**src/rtl/demux_pkg.sv**
```systemverilog
// Shared constants and the select decoder for the demux4_4b_seq slice.
// The optional auto-scan feature is enabled by defining DEMUX_AUTOSCAN_EN.
package demux_pkg;

    localparam int DEMUX_WIDTH   = 4;
    localparam int DEMUX_NUM_OUT = 4;
    localparam int SEL_W         = 2;
    localparam int XCNT_W        = 8;

    // One-hot decode of a channel select, used to steer the load strobe.
    function automatic logic [DEMUX_NUM_OUT-1:0] sel_decode(input logic [SEL_W-1:0] sel);
        logic [DEMUX_NUM_OUT-1:0] v;
        v      = '0;
        v[sel] = 1'b1;
        return v;
    endfunction

endpackage

```
**src/rtl/demux_slot.sv**
```systemverilog
// One-entry holding register for a demux channel: a load wins over a consume,
// so a same-cycle consume and refill keeps the slot valid with no bubble.
module demux_slot
    import demux_pkg::*;
#(
    parameter int WIDTH = DEMUX_WIDTH
) (
    input  logic             clk,
    input  logic             rst_n,
    input  logic             i_load,
    input  logic             i_consume,
    input  logic [WIDTH-1:0] i_data,
    output logic [WIDTH-1:0] o_data,
    output logic             o_valid
);

    logic [WIDTH-1:0] r_data;
    logic             r_valid;

    // Data is only written on load; it is left untouched after a consume.
    always_ff @(posedge clk or negedge rst_n) begin
        if (!rst_n) begin
            r_data  <= '0;
            r_valid <= 1'b0;
        end else if (i_load) begin
            r_data  <= i_data;
            r_valid <= 1'b1;
        end else if (i_consume) begin
            r_valid <= 1'b0;
        end
    end

    assign o_data  = r_data;
    assign o_valid = r_valid;

endmodule

```
**src/rtl/demux4_4b_seq.sv**
```systemverilog
// Registered 1-to-4 demultiplexer with per-channel valid/ready handshakes.
// Define DEMUX_AUTOSCAN_EN to add scan_en and a round-robin select pointer.
module demux4_4b_seq
    import demux_pkg::*;
#(
    parameter int WIDTH   = DEMUX_WIDTH,
    parameter int NUM_OUT = DEMUX_NUM_OUT
) (
    input  logic               clk,
    input  logic               rst_n,
`ifdef DEMUX_AUTOSCAN_EN
    input  logic               scan_en,
`endif
    input  logic [WIDTH-1:0]   in_data,
    input  logic               in_valid,
    output logic               in_ready,
    input  logic [SEL_W-1:0]   control,
    output logic [WIDTH-1:0]   out0,
    output logic [WIDTH-1:0]   out1,
    output logic [WIDTH-1:0]   out2,
    output logic [WIDTH-1:0]   out3,
    output logic [NUM_OUT-1:0] out_valid,
    input  logic [NUM_OUT-1:0] out_ready,
    output logic [XCNT_W-1:0]  xfer_count
);

    logic [SEL_W-1:0]   w_sel;
    logic               w_accept;
    logic [NUM_OUT-1:0] w_load;
    logic [NUM_OUT-1:0] w_consume;
    logic [NUM_OUT-1:0] w_valid;
    logic [WIDTH-1:0]   w_slot_data [NUM_OUT];
    logic [XCNT_W-1:0]  r_xfer_count;

`ifdef DEMUX_AUTOSCAN_EN
    logic [SEL_W-1:0]   r_scan_ptr;

    // The pointer only moves on accepts made while scanning.
    always_ff @(posedge clk or negedge rst_n) begin
        if (!rst_n) begin
            r_scan_ptr <= '0;
        end else if (w_accept && scan_en) begin
            r_scan_ptr <= r_scan_ptr + SEL_W'(1);
        end
    end

    assign w_sel = scan_en ? r_scan_ptr : control;
`else
    assign w_sel = control;
`endif

    // A full slot can still accept when its consumer drains it this cycle.
    assign in_ready  = ~w_valid[w_sel] | out_ready[w_sel];
    assign w_accept  = in_valid & in_ready;
    assign w_load    = sel_decode(w_sel) & {NUM_OUT{w_accept}};
    assign w_consume = w_valid & out_ready;

    for (genvar gi = 0; gi < NUM_OUT; gi++) begin : g_slot
        demux_slot #(
            .WIDTH (WIDTH)
        ) u_slot (
            .clk       (clk),
            .rst_n     (rst_n),
            .i_load    (w_load[gi]),
            .i_consume (w_consume[gi]),
            .i_data    (in_data),
            .o_data    (w_slot_data[gi]),
            .o_valid   (w_valid[gi])
        );
    end

    always_ff @(posedge clk or negedge rst_n) begin
        if (!rst_n) begin
            r_xfer_count <= '0;
        end else if (w_accept) begin
            r_xfer_count <= r_xfer_count + XCNT_W'(1);
        end
    end

    assign out0       = w_slot_data[0];
    assign out1       = w_slot_data[1];
    assign out2       = w_slot_data[2];
    assign out3       = w_slot_data[3];
    assign out_valid  = w_valid;
    assign xfer_count = r_xfer_count;

endmodule

```
**config.mk**
```make
export PLATFORM = sky130hd
export DESIGN_NAME = demux4_4b_seq
export DESIGN_NICKNAME = d
export VERILOG_FILES = /design/src/rtl/demux_pkg.sv /design/src/rtl/demux_slot.sv /design/src/rtl/demux4_4b_seq.sv
export SDC_FILE = /design/constraint.sdc
export NUM_CORES = 1
export LEC_CHECK = 0
export CAP_MARGIN = 20
export CORE_ASPECT_RATIO = 0.7
export CORE_MARGIN = 2
export CORE_UTILIZATION = 53
export DETAILED_ROUTE_END_ITERATION = 12
export DONT_BUFFER_PORTS = 1
export PLACE_DENSITY = 0.69
export SLEW_MARGIN = 5
export SYNTH_ARGS = -nofsm -noshare
export SYNTH_HDL_FRONTEND = slang
export SYNTH_HIERARCHICAL = 1
export SYNTH_SLANG_ARGS = --single-unit
```
**constraint.sdc**
```tcl
create_clock -name clk -period 4.8 [get_ports clk]
set_clock_uncertainty 0.05 [all_clocks]
set_input_delay 0.72 -clock clk [delete_from_list [all_inputs] [get_ports clk]]
set_output_delay 0.72 -clock clk [all_outputs]
set_load 0.005 [all_outputs]
```
==> impl_metrics.ini <==
[timing]
tns_ps = 0
finalHoldViolCount = 0
period_share = 0.4648
setup_viol = 0
fmax_mhz = 448.2
fin_crit_ps = 2231
drv_slew = 0
rsz0062_at_grt = false
postLayoutSetupSlackWorst_ps = 2569
worst_slew_pin_slew_ps = 491.3
slew_headroom = 0.6713

[placed_design]
io_buffers = 0
pre_cts_ws_ps = 2447
dp_cells = 123
dp_hpwl_mm = 1.593
gp_congestion = 0.6891

[cells_and_area]
areaGrowthSynthToFinish_pct = 7.935
drive_gt1_frac = 0.3402
n_antenna_cell = 0
fill_cells = 198
final_util = 0.6112
nets = 112
fin_cells = 129

[routing]
via_per_inst = 5.380
wl_mm = 2.145
drt_drc_violations_left = 0
vias = 694
drtAntennaViolNets = 0
drtIter0Drc = 45
dr.pass1.iters = 4
wire_per_inst_microns = 16.63

[worst_setup_path]
r2r_end = xfer_count[1]
crit_fanout = 8
critPathArrivalTime_ps = 1460
critical_path_class = reg2out
cp-start-kind = flop
required_ps = 4030
end_kind = primary output
regToRegSetupSlack_ps = 3070
r2r_cells = 4
r2r_start = g_slot[3].u_slot/o_valid

[yosys]
syn_inst = 92
synth_largest_area_cell = dfrtp_1
synth_top_area_frac = 0.5697
syn_nets = 106
yosysUniqueCellTypes = 22
ys_ff_latch = 28
ys_seq_area_frac = 0.5697
synth_area_leaders = dfrtp_1 (57%), mux2_2 (15%), xnor2_1 (5.0%), a21o_2 (2.8%), nand2b_4 (2.2%)
synthesis.area_sq_mm = 0.001230
avgSynthCellArea_sq_um = 13.37
yosysWarnings = 6

[clocking]
tritoncts = done
htree_levels = 1
cts_root_buffer = clkbuf_4
ctsResizeCount = 0
worstSkewPairLatency_ps = 340
path_clk_slew_ps = 140
cts.sinks = 28
cts-buffers-inserted = 3
clockBufferDepth = 2

[job]
cap_violations = 0

[hold_path]
hold_class = in2async

[floorplan]
die-area_sq_mm = 0.002728
start_util = 0.5662
fp.coreArea_sq_mm = 0.002172
die-width_microns = 61.58
die_h_microns = 44.31
pin_count = 42
num_rows = 14

[global_routing]
gr-total-overflow = 0
antenna_found_initial = 0
grt_pass1_wl_mm = 3.312
grt_max_degree = 29
grt_usage = 0.1818
grt_pass1_vias = 657

[power]
ir_drop_v = 0.0002260
totalPowerFinal_w = 0.0006747
p_leak_nw = 0.5735
power_density_mw_per_mm2 = 508.2

[status]
status = finished, final reports clean
-- layout by cell type, fill, tap and decap left out, drive strengths merged --
cell type / n
nand4: 4
mux4: 1
and4: 1
buf: 1
clkbuf: 5
nor4bb: 1
inv: 4
mux2: 17
dfrtp: 28
nand3: 2
and4b: 1
nand2: 6
nor2: 4
nand2b: 4
xnor2: 7
and3: 1
and2: 5
ha: 1
a21o: 4
-- registers in the layout, indices dropped and copies added, names as in the netlist --
name and flops:
g_slot.u_slot/o_data 16, g_slot.u_slot/o_valid 4, xfer_count 8
-- layout make-up --
cell class                      instances  area, sq um  area share
Clock buffer                            4        36.28     0.02733
Inverter                                4        15.01     0.01131
Multi-Input combinational cell         59        510.5      0.3845
Tap cell                               32        40.04     0.03016
Sequential cell                        28        700.7      0.5278
Timing Repair Buffer                    2        25.02     0.01885
-- per-layer routing --
layer / up-vias / wire length (microns) / GRT usage
li1: 325 / - / -
met1: 341 / 995 / 0.2490
met2: 23 / 929 / 0.2379
met3: 5 / 173 / 0.09064
met4: 0 / 46 / 0.08936
met5: - / 0 / 0
-- Yosys cell counts --
cell and n:
and4b_1 1, inv_1 4, and3_1 1, mux2_4 1, nand3_1 2, nand4_1 4, dfrtp_1 28, nor4bb_1 1
clkbuf_1 1, nand2b_4 2, nand2_2 1, mux2_2 16, nor2_1 4, nand2_1 5, a21o_2 4, mux4_2 1
xnor2_1 7, and2_1 4, ha_1 1, and2_2 1, nand2b_1 2, and4_2 1
-- timing repair --
item,CTS,global route
setup buffers,0,0
hold buffers,1,0
hold endpoints to repair,28,0
-- cell families after synthesis --
kind of cell,Yosys count,synth area share
mux,18,0.1770
xor+xnor,7,0.04985
simple gates,29,0.1495
compound gates,4,0.02848
fa+ha+maj,1,0.01017
buf+inv,5,0.01525
flops,28,0.5697
-- critical path: stages (launching register included) --
cell	delay, ps
dfrtp_1	480
nand2b_4	60
mux4_2	580
-- where the power goes --
| part | switching (W) | internal [W] | leakage, nW |
|---|---|---|---|
| Combinational | 0.0000564 | 0.0000976 | 0.214 |
| Clock | 0.0000669 | 0.0000466 | 0.0210 |
| Sequential | 0.0000909 | 0.000316 | 0.338 |
-- metrics by stage --
stage	hold slack [ps]	instance area, sq um
floorplan	374.4	1230
global placement	374.8	1266
detailed placement	374.9	1266
CTS	120.5	1323
global route	97.99	1328
finish	124.8	1328
-- worst max path at each step --
stage                                         from                    endpoint  slack [ps]  cells after the start
after detailed placement              out_ready[0]  g_slot[0].u_slot/o_data[3]        2450                      3
final                     g_slot[3].u_slot/o_valid                    in_ready        2570                      2
after global placement                out_ready[0]  g_slot[0].u_slot/o_data[2]        2490                      3
after CTS                 g_slot[3].u_slot/o_valid                    in_ready        2560                      2
after floorplan                           in_valid  g_slot[0].u_slot/o_data[0]        2600                      3
after global routing      g_slot[3].u_slot/o_valid                    in_ready        2480                      2
No activity file was read; power rests on OpenSTA's default activity.
